==> src/rtl/scrambler_lanes_if.sv <==
// Beat-level handshake between a 128b/130b framer and the lane scrambler.
// The master drives the input beat; the slave returns the registered output beat.
interface scrambler_lanes_if #(
    parameter int LANES      = 4,
    parameter int DATA_BYTES = 4
);
    localparam int DW = LANES * DATA_BYTES * 8;

    logic          in_valid;
    logic          in_block_start;
    logic [1:0]    in_sync_hdr;
    logic [DW-1:0] in_data;

    logic          out_valid;
    logic          out_block_start;
    logic [1:0]    out_sync_hdr;
    logic [DW-1:0] out_data;

    modport master (
        output in_valid, in_block_start, in_sync_hdr, in_data,
        input  out_valid, out_block_start, out_sync_hdr, out_data
    );

    modport slave (
        input  in_valid, in_block_start, in_sync_hdr, in_data,
        output out_valid, out_block_start, out_sync_hdr, out_data
    );
endinterface

==> src/rtl/scrambler_lanes.sv <==
// Multi-lane 128b/130b scrambler with block framing checks.
// Each lane runs a Galois LFSR (x^23+x^21+x^16+x^8+x^5+x^2+1); all bit steps
// of one beat are unrolled, and every output is registered (1-cycle latency).
//
// blk_type | meaning
// BLK_OS   | current block is an ordered set: data passes through unscrambled
// BLK_DATA | current block is a data block: data is scrambled
module scrambler_lanes #(
    parameter int LANES      = 4,
    parameter int DATA_BYTES = 4
) (
    input  logic                 pclk,
    input  logic                 reset_n,
    input  logic                 turnOff,
    input  logic                 seed_load,
    input  logic [LANES*23-1:0]  lane_seed,
    scrambler_lanes_if.slave     bus,
    output logic                 block_err
);
    localparam int          LANE_W    = DATA_BYTES * 8;
    localparam int          DW        = LANES * LANE_W;
    localparam int          BEATS     = 16 / DATA_BYTES;
    localparam logic [3:0]  LAST_BEAT = 4'(BEATS - 1);
    localparam logic [22:0] POLY      = 23'h210125;
    localparam logic [22:0] LFSR_RST  = 23'h7FFFFF;

    typedef enum logic {
        BLK_OS   = 1'b0,
        BLK_DATA = 1'b1
    } blk_type_e;

    logic [LANES-1:0][22:0] lfsr_q, lfsr_d, lfsr_step;
    logic [3:0]             cnt_q, cnt_d;
    blk_type_e              blk_type_q, blk_type_d;
    logic                   skp_q, skp_d;
    logic                   eieos_q, eieos_d;

    logic                   out_valid_q, out_valid_d;
    logic                   out_bs_q, out_bs_d;
    logic [1:0]             out_hdr_q, out_hdr_d;
    logic [DW-1:0]          out_data_q, out_data_d;
    logic                   block_err_q, block_err_d;

    logic [DW-1:0]          scr_data;
    logic                   framed;
    logic                   beat_data;
    logic                   beat_skp;
    logic                   beat_eieos;
    logic                   beat_last;

    // Unrolled per-lane keystream: scramble every bit of the beat and produce the advanced LFSR.
    always_comb begin
        logic [22:0] lv;
        scr_data  = '0;
        lfsr_step = lfsr_q;
        lv        = '0;
        for (int ln = 0; ln < LANES; ln++) begin
            lv = lfsr_q[ln];
            for (int b = 0; b < LANE_W; b++) begin
                scr_data[ln*LANE_W+b] = bus.in_data[ln*LANE_W+b] ^ lv[22];
                lv = {lv[21:0], 1'b0} ^ (lv[22] ? POLY : 23'h0);
            end
            lfsr_step[ln] = lv;
        end
    end

    // Block framing: beat counter, latched block type/flags and framing errors.
    // An unframed beat (no block start while idle) is flagged and treated as outside any block.
    always_comb begin
        cnt_d       = cnt_q;
        blk_type_d  = blk_type_q;
        skp_d       = skp_q;
        eieos_d     = eieos_q;
        block_err_d = 1'b0;
        framed      = 1'b0;
        beat_last   = 1'b0;
        beat_data   = 1'b0;
        beat_skp    = 1'b0;
        beat_eieos  = 1'b0;
        if (bus.in_valid) begin
            if (bus.in_block_start) begin
                framed      = 1'b1;
                block_err_d = (cnt_q != 4'd0) ||
                              !((bus.in_sync_hdr == 2'b10) || (bus.in_sync_hdr == 2'b01));
                blk_type_d  = (bus.in_sync_hdr == 2'b10) ? BLK_DATA : BLK_OS;
                skp_d       = (bus.in_sync_hdr != 2'b10) && (bus.in_data[7:0] == 8'hAA);
                eieos_d     = (bus.in_sync_hdr != 2'b10) && (bus.in_data[7:0] == 8'h00);
                beat_last   = (LAST_BEAT == 4'd0);
                cnt_d       = beat_last ? 4'd0 : 4'd1;
            end else if (cnt_q == 4'd0) begin
                block_err_d = 1'b1;
            end else begin
                framed    = 1'b1;
                beat_last = (cnt_q == LAST_BEAT);
                cnt_d     = beat_last ? 4'd0 : cnt_q + 4'd1;
            end
            beat_data  = framed && (blk_type_d == BLK_DATA);
            beat_skp   = framed && skp_d;
            beat_eieos = framed && eieos_d;
        end
    end

    // LFSR update: seed load beats EIEOS reload beats bypass/SKP hold beats advance.
    always_comb begin
        lfsr_d = lfsr_q;
        if (seed_load) begin
            lfsr_d = lane_seed;
        end else if (beat_eieos && beat_last) begin
            lfsr_d = lane_seed;
        end else if (framed && !turnOff && !beat_skp) begin
            lfsr_d = lfsr_step;
        end
    end

    // Output stage inputs; out_data only changes on valid beats.
    always_comb begin
        out_valid_d = bus.in_valid;
        out_bs_d    = bus.in_block_start;
        out_hdr_d   = bus.in_sync_hdr;
        out_data_d  = out_data_q;
        if (bus.in_valid) begin
            out_data_d = (beat_data && !turnOff) ? scr_data : bus.in_data;
        end
    end

    // State and output registers.
    always_ff @(posedge pclk or negedge reset_n) begin
        if (!reset_n) begin
            lfsr_q      <= {LANES{LFSR_RST}};
            cnt_q       <= 4'd0;
            blk_type_q  <= BLK_OS;
            skp_q       <= 1'b0;
            eieos_q     <= 1'b0;
            out_valid_q <= 1'b0;
            out_bs_q    <= 1'b0;
            out_hdr_q   <= 2'b00;
            out_data_q  <= '0;
            block_err_q <= 1'b0;
        end else begin
            lfsr_q      <= lfsr_d;
            cnt_q       <= cnt_d;
            blk_type_q  <= blk_type_d;
            skp_q       <= skp_d;
            eieos_q     <= eieos_d;
            out_valid_q <= out_valid_d;
            out_bs_q    <= out_bs_d;
            out_hdr_q   <= out_hdr_d;
            out_data_q  <= out_data_d;
            block_err_q <= block_err_d;
        end
    end

    assign bus.out_valid       = out_valid_q;
    assign bus.out_block_start = out_bs_q;
    assign bus.out_sync_hdr    = out_hdr_q;
    assign bus.out_data        = out_data_q;
    assign block_err           = block_err_q;
endmodule

==> src/flat_wrapper.sv <==
// flat-port wrapper written by rule: the top's interface ports become plain ports
module scrambler_lanes_flat 
#(
    parameter int LANES      = 4,
    parameter int DATA_BYTES = 4
)
  (pclk, reset_n, turnOff, seed_load, lane_seed, block_err, bus_in_valid, bus_in_block_start, bus_in_sync_hdr, bus_in_data, bus_out_valid, bus_out_block_start, bus_out_sync_hdr, bus_out_data);
  scrambler_lanes_if #(.LANES(LANES), .DATA_BYTES(DATA_BYTES)) bus_i ();
  input  logic pclk;
  input  logic reset_n;
  input  logic turnOff;
  input  logic seed_load;
  input  logic [LANES*23-1:0] lane_seed;
  output logic block_err;
  input wire logic [$bits(bus_i.in_valid)-1:0] bus_in_valid;
  input wire logic [$bits(bus_i.in_block_start)-1:0] bus_in_block_start;
  input wire logic [$bits(bus_i.in_sync_hdr)-1:0] bus_in_sync_hdr;
  input wire logic [$bits(bus_i.in_data)-1:0] bus_in_data;
  output wire logic [$bits(bus_i.out_valid)-1:0] bus_out_valid;
  output wire logic [$bits(bus_i.out_block_start)-1:0] bus_out_block_start;
  output wire logic [$bits(bus_i.out_sync_hdr)-1:0] bus_out_sync_hdr;
  output wire logic [$bits(bus_i.out_data)-1:0] bus_out_data;
  assign bus_i.in_valid = bus_in_valid;
  assign bus_i.in_block_start = bus_in_block_start;
  assign bus_i.in_sync_hdr = bus_in_sync_hdr;
  assign bus_i.in_data = bus_in_data;
  assign bus_out_valid = bus_i.out_valid;
  assign bus_out_block_start = bus_i.out_block_start;
  assign bus_out_sync_hdr = bus_i.out_sync_hdr;
  assign bus_out_data = bus_i.out_data;
  scrambler_lanes #(.LANES(LANES), .DATA_BYTES(DATA_BYTES)) u_core (.pclk(pclk), .reset_n(reset_n), .turnOff(turnOff), .seed_load(seed_load), .lane_seed(lane_seed), .bus(bus_i), .block_err(block_err));
endmodule
==> config.mk <==
export PLATFORM = sky130hd
export DESIGN_NAME = scrambler_lanes_flat
export DESIGN_NICKNAME = d
export VERILOG_FILES = /design/src/rtl/scrambler_lanes_if.sv /design/src/rtl/scrambler_lanes.sv /design/src/flat_wrapper.sv
export SDC_FILE = /design/constraint.sdc
export NUM_CORES = 1
export LEC_CHECK = 0
export CAP_MARGIN = 10
export CORE_ASPECT_RATIO = 0.75
export CORE_MARGIN = 5
export CORE_UTILIZATION = 54
export DETAILED_ROUTE_END_ITERATION = 16
export PLACE_DENSITY_LB_ADDON = 0.15
export SLEW_MARGIN = 30
export SYNTH_ARGS = -nofsm -noshare
export SYNTH_HDL_FRONTEND = slang
export SYNTH_SLANG_ARGS = --single-unit
==> constraint.sdc <==
create_clock -name pclk -period 4.4 [get_ports pclk]
set_clock_uncertainty 0.1 [all_clocks]
set_input_delay 0.88 -clock pclk [delete_from_list [all_inputs] [get_ports pclk]]
set_output_delay 0.88 -clock pclk [all_outputs]
set_load 0.02 [all_outputs]
======== After elaboration in Yosys (flattened, before gate mapping) ========
Cells that the tools add are included.
storage, ports and cells
  output and inout port bits .............. 133
  bits in registers ....................... 232
operators by class
  reduce and logical (&&, ||, !) cells .... 19
  equality and inequality tests ........... 6
  multiplexer cells ....................... 155
  add/sub/neg operators ................... 1
  bitwise logic cells ..................... 256
operator list
  cell                                                              number
  23-bit bitwise XOR                                                128
  22-bit two-way mux                                                128
  92-bit two-way mux                                                3
  128-bit two-way mux                                               1
  1-bit bitwise XOR                                                 128
  1-bit two-way mux                                                 20
  4-bit two-way mux                                                 3
  1-bit logical AND                                                 9
  8-bit == test (second input constant)                             1
  8-bit logical NOT                                                 1
  4-bit by 1-bit adder with 4-bit output (second input constant)    1
  4-bit by 2-bit == test with 1-bit output (second input constant)  1
  4-bit logical NOT                                                 1
  2-bit != test (second input constant)                             2
  4-bit nonzero test                                                1
  1-bit logical NOT                                                 3
  3-bit nonzero test                                                1
  2-bit by 1-bit == test with 1-bit output (second input constant)  1
  2-bit == test (second input constant)                             1
  1-bit logical OR                                                  2
  2-bit AND reduction                                               1

======== Logic depth before layout (Yosys ltp) ========
Gate-level depths: netlist (run 1).
  depth in word-level cells ............... 67
  gate-level depth with buffers ........... 11
  mapped depth without buffers ............ 9

======== Worst setup path after synthesis (run 1) ========
No wires, ideal clock.
  kind .................................... reg-to-reg
  start ................................... register u_core.lfsr_q[21] (netlist name)
  end ..................................... register u_core.out_data_q[30], in the netlist u_core.bus.out_data[30]
  required time ........................... 4175 ps
  stages on the path, launching flop included .. 12
  arrival time ............................ 3780 ps
  setup time .............................. 125 ps
  setup slack ............................. 396 ps
  period minus slack after synthesis ...... 4004 ps
  cells stage by stage .................... dfstp_2 buf_2 xor3_1 buf_2 xnor3_1 xnor3_1 xnor3_1 xnor3_1 xor2_2 nor2_1 xor2_1 mux2_2
on the way
  word-level cells in the longest chain between the ends .. 44
  elaborated cells on any way between the ends .. 55
  classes of those cells .................. mux: 24; bitwise: 31
ends and longest elaborated chain
  element                                                   RTL line                source
  start: declaration                                        scrambler_lanes.sv:32   logic [LANES-1:0][22:0] lfsr_q, lfsr_d, lfsr_step;
  start signal: assignment                                  scrambler_lanes.sv:129  lfsr_q <= {LANES{LFSR_RST}};
  start signal: assignment                                  scrambler_lanes.sv:140  lfsr_q <= lfsr_d;
  23-bit bitwise XOR (*)                                    scrambler_lanes.sv:61   lv = {lv[21:0], 1'b0} ^ (lv[22] ? POLY : 23'h0);
  22-bit two-way mux (*)                                    scrambler_lanes.sv:61
  23-bit bitwise XOR (*) (2 in a row)                       scrambler_lanes.sv:61
  22-bit two-way mux or 23-bit bitwise XOR (tied branches)  scrambler_lanes.sv:61
  23-bit bitwise XOR (*) (2 in a row)                       scrambler_lanes.sv:61
  22-bit two-way mux or 23-bit bitwise XOR (tied branches)  scrambler_lanes.sv:61
  23-bit bitwise XOR (*) (2 in a row)                       scrambler_lanes.sv:61
  22-bit two-way mux or 23-bit bitwise XOR (tied branches)  scrambler_lanes.sv:61
  [... 17 more ...]                                         --
  22-bit two-way mux or 23-bit bitwise XOR (tied branches)  scrambler_lanes.sv:61
  23-bit bitwise XOR (*) (2 in a row)                       scrambler_lanes.sv:61
  22-bit two-way mux or 23-bit bitwise XOR (tied branches)  scrambler_lanes.sv:61
  23-bit bitwise XOR (*) (2 in a row)                       scrambler_lanes.sv:61
  22-bit two-way mux or 23-bit bitwise XOR (tied branches)  scrambler_lanes.sv:61
  23-bit bitwise XOR (*) (7 in a row)                       scrambler_lanes.sv:61
  1-bit bitwise XOR (*)                                     scrambler_lanes.sv:60   scr_data[ln*LANE_W+b] = bus.in_data[ln*LANE_W+b] ^ lv[22];
  128-bit two-way mux (*)                                   scrambler_lanes.sv:122  out_data_d = (beat_data && !turnOff) ? scr_data : bus.in_data;
  end signal: assignment                                    scrambler_lanes.sv:148  out_data_q <= out_data_d;
  end: declaration                                          scrambler_lanes.sv:41   logic [DW-1:0] out_data_q, out_data_d;
Mark *: on every way between the ends. The rest lies on a longest branch, timed or not.
A chain may end at the register's enable or synchronous reset.

======== Final worst setup path (run 1) ========
  start ................................... register u_core.lfsr_q[44] (netlist name)
  end ..................................... register u_core.out_data_q[62], in the netlist u_core.bus.out_data[62]
Same word-level chain as after synthesis.

==> flow_metrics.py, run 1 <==
metrics = {
    "sta": {
        "fin_crit_sh_pct": 95.9,
        "max_slew_margin_pct": 34.3,
        "drv_slew": 0,
        "setup_tns_ns": 0,
        "holdWs_ns": 0.253,
        "rsz0062_at_grt": "false",
        "setup_viol": 0,
        "clock.fmax_mhz": 237,
        "worstMarginPinSlew_ns": 0.986,
        "period_minus_slack_ns": 4.22,
        "hold_violations": 0,
    },
    "placed_design": {
        "portBuffers": 360,
        "dp_hpwl_um": 45000,
        "gp_congestion": 1.02,
    },
    "clock_tree": {
        "postCtsSetupBuffers": 0,
        "cts.sinks": 232,
        "cts-hold-fix-buffers": 0,
        "clockRootBuffer": "clkbuf_16",
        "cts_max_level": 1,
        "insertion_delay_ns": 0.56,
        "numCtsBuffers": 27,
        "cts_tree": "done",
        "clockBufferDepth": 3,
        "path_clk_slew_ns": 0.06,
        "post_cts_resize_count": 0,
    },
    "grt": {
        "grt_overflow": 0,
        "grt_pass1_vias": 15000,
        "antenna_found_initial": 6,
        "grt_pass1_wl_um": 90000,
        "grt_usage_pct": 29.8,
        "grt_max_degree": 102,
    },
    "synth": {
        "synth.area.top_cells": "xnor2_1, dfrtp_1, xnor3_1",
        "synth.yosys.seq_area_share_pct": 31.2,
        "synth_cells": 1871,
        "ys_seq_elements": 232,
        "synthArstFlopShare_pct": 100,
        "dominantRegCellSynth": "dfrtp_1",
        "synth_top_area_share_pct": 19.7,
        "synth_edf_count": 0,
        "syn_area_per_cell_um2": 10.1,
        "ys_types": 47,
        "synth_area_leader_cell": "xnor2_1",
        "syn-num-nets": 2102,
        "yosys_warnings": 0,
        "synth.cell_area_mm2": 0.0190,
    },
    "setup_path": {
        "critPathArrivalTime_ns": 4.51,
        "path_class": "flip-flop to flip-flop",
        "path_buf_inv": 0,
        "crit_family": "XOR/XNOR gates",
        "reg2reg_depth": 9,
        "cp-end-kind": "flip-flop",
        "slowest_stage": "dfstp_2",
        "path_common_cell": "xnor3_1",
        "crit_required_ns": 4.69,
        "crit_path_cell_trace": "xor3_1 -> xor2_2 -> xnor3_1 -> xnor3_1 -> xnor2_1 -> xnor3_1 -> nor2_1 -> xnor2_1 -> a21oi_1",
        "critPathMaxStageDelay_ns": 0.69,
        "cp-start-kind": "flip-flop",
        "critPathMaxFanout": 9,
        "path_depth": 9,
    },
    "final_layout": {
        "regArea_mm2": 0.00592,
        "layout_commonest_cell": "xnor2_1",
        "final_cell_mix": "xnor2_1, clkdlybuf4s50_1, nor2_1, a21oi_1, xor2_1",
        "multiInputGateArea_mm2": 0.0125,
        "drive_gt1_share_pct": 11.6,
        "area_growth_pct": 27.6,
        "nFillCells": 2730,
        "fin_nets": 2439,
    },
    "route": {
        "drc": 0,
        "drtIter0Drc": 1098,
        "drt_wl_total_um": 59300,
        "vias": 14800,
        "routedWlPerCell_um": 22.1,
        "ant_nets": 0,
        "drtPass1Iterations": 5,
        "viasPerCell": 5.51,
    },
    "floorplanning": {
        "rows": 59,
        "dieHeight_um": 172,
        "die-area_mm2": 0.0390,
        "ios": 361,
        "initial_core_util_pct": 54.7,
        "die_x_um": 226,
        "coreArea_mm2": 0.0347,
    },
    "hold_path": {
        "min_path_type": "input pin to asynchronous set/reset pin",
    },
    "outcome": {
        "status": "completed",
    },
    "run": {
        "max_cap_violations": 0,
    },
}
==> final cells by class <==
class / instances / share of cell area, %
antenna: 3 / 0.0310
clock buffer: 39 / 3.35
clock inverter: 10 / 0.233
inverter: 12 / 0.186
multi-input combinational: 1505 / 51.8
sequential: 232 / 24.5
tap: 457 / 2.36
timing repair buffer: 430 / 17.6
==> routing by layer <==
metal	global-route usage (%)	wire length, µm	vias to the layer above
met1	43.0	26100	7303
met3	7.81	5360	103
met4	6.93	1400	6
li1	-	-	6790
met2	45.5	26400	613
met5	0	46	-
==> path summary, 6_finish.rpt <==
check                                               end  slack (ns)                    start
worst max-delay path            u_core.bus.out_data[62]        0.18        u_core.lfsr_q[44]
worst min-delay path             u_core.bus.out_data[0]        0.25                  reset_n
worst max register to register  u_core.bus.out_data[62]        0.18        u_core.lfsr_q[44]
worst min register to register  u_core.bus.out_data[26]        0.40  u_core.bus.out_data[26]
max in group asynchronous             u_core.lfsr_q[40]        2.96                  reset_n
min in group pclk               u_core.bus.out_data[26]        0.40  u_core.bus.out_data[26]
==> state kept, by name (all words and copies together) (netlist names) <==
signal,count
u_core.bus.out_data,128
u_core.skp_q,1
u_core.bus.out_valid,1
u_core.blk_type_q,1
u_core.eieos_q,1
u_core.lfsr_q,92
u_core.bus.out_sync_hdr,2
u_core.bus.out_block_start,1
u_core.block_err,1
u_core.cnt_q,4
==> metrics by stage <==
stage          utilization (%)  cells  cell area [µm²]  setup slack (ns)
6_report                  69.8   2688            24200             0.182
5_1_grt                   69.8   2688            24200            0.0598
2_1_floorplan                -   1871            19000             0.396
3_3_place_gp              67.2   2636            23300             0.208
3_5_place_dp              67.2   2636            23300             0.201
4_1_cts                   69.7   2685            24200             0.171
==> logic make-up after synthesis <==
logic type      count (synthesis)  synth area share (%)
buf+inv                       134                  2.84
fa+ha+maj                       3                 0.198
compound gates                302                  8.33
xor+xnor                      742                  46.7
mux                            31                  1.76
simple gates                  427                  8.91
flops                         232                  31.2
==> cells in the mapped netlist, types with 3 or more instances <==
library cell and instances:
nand3_1 3, a22o_1 3, xor3_2 4, dfstp_2 92, xnor3_2 5, nor2_1 248, o211ai_1 3, buf_1 10
nand4_1 4, o21a_1 5, xnor3_1 114, nand2_1 143, and3_1 10, mux2i_1 12, o21ai_0 36, a31oi_1 6
xor2_1 143, clkbuf_1 89, buf_4 3, xor3_1 35, dfrtp_1 140, or3_1 5, xnor2_2 8, inv_1 12
xor2_2 5, ha_1 3, nor3_1 4, mux2_2 19, buf_2 20, a21oi_1 181, o21ai_1 59, xnor2_1 426
Power of run 1 is left out: the tool's default activity adds up to more than one toggle a clock period on the data nets, which glitch-free logic cannot reach.
==> run 2: changes to the inputs <==
- SLEW_MARGIN: 30 -> default
==> results of run 2 <==
Final layout, timing and power as in run 1 (identical DEF).
Power of run 2 is left out for the same reason.
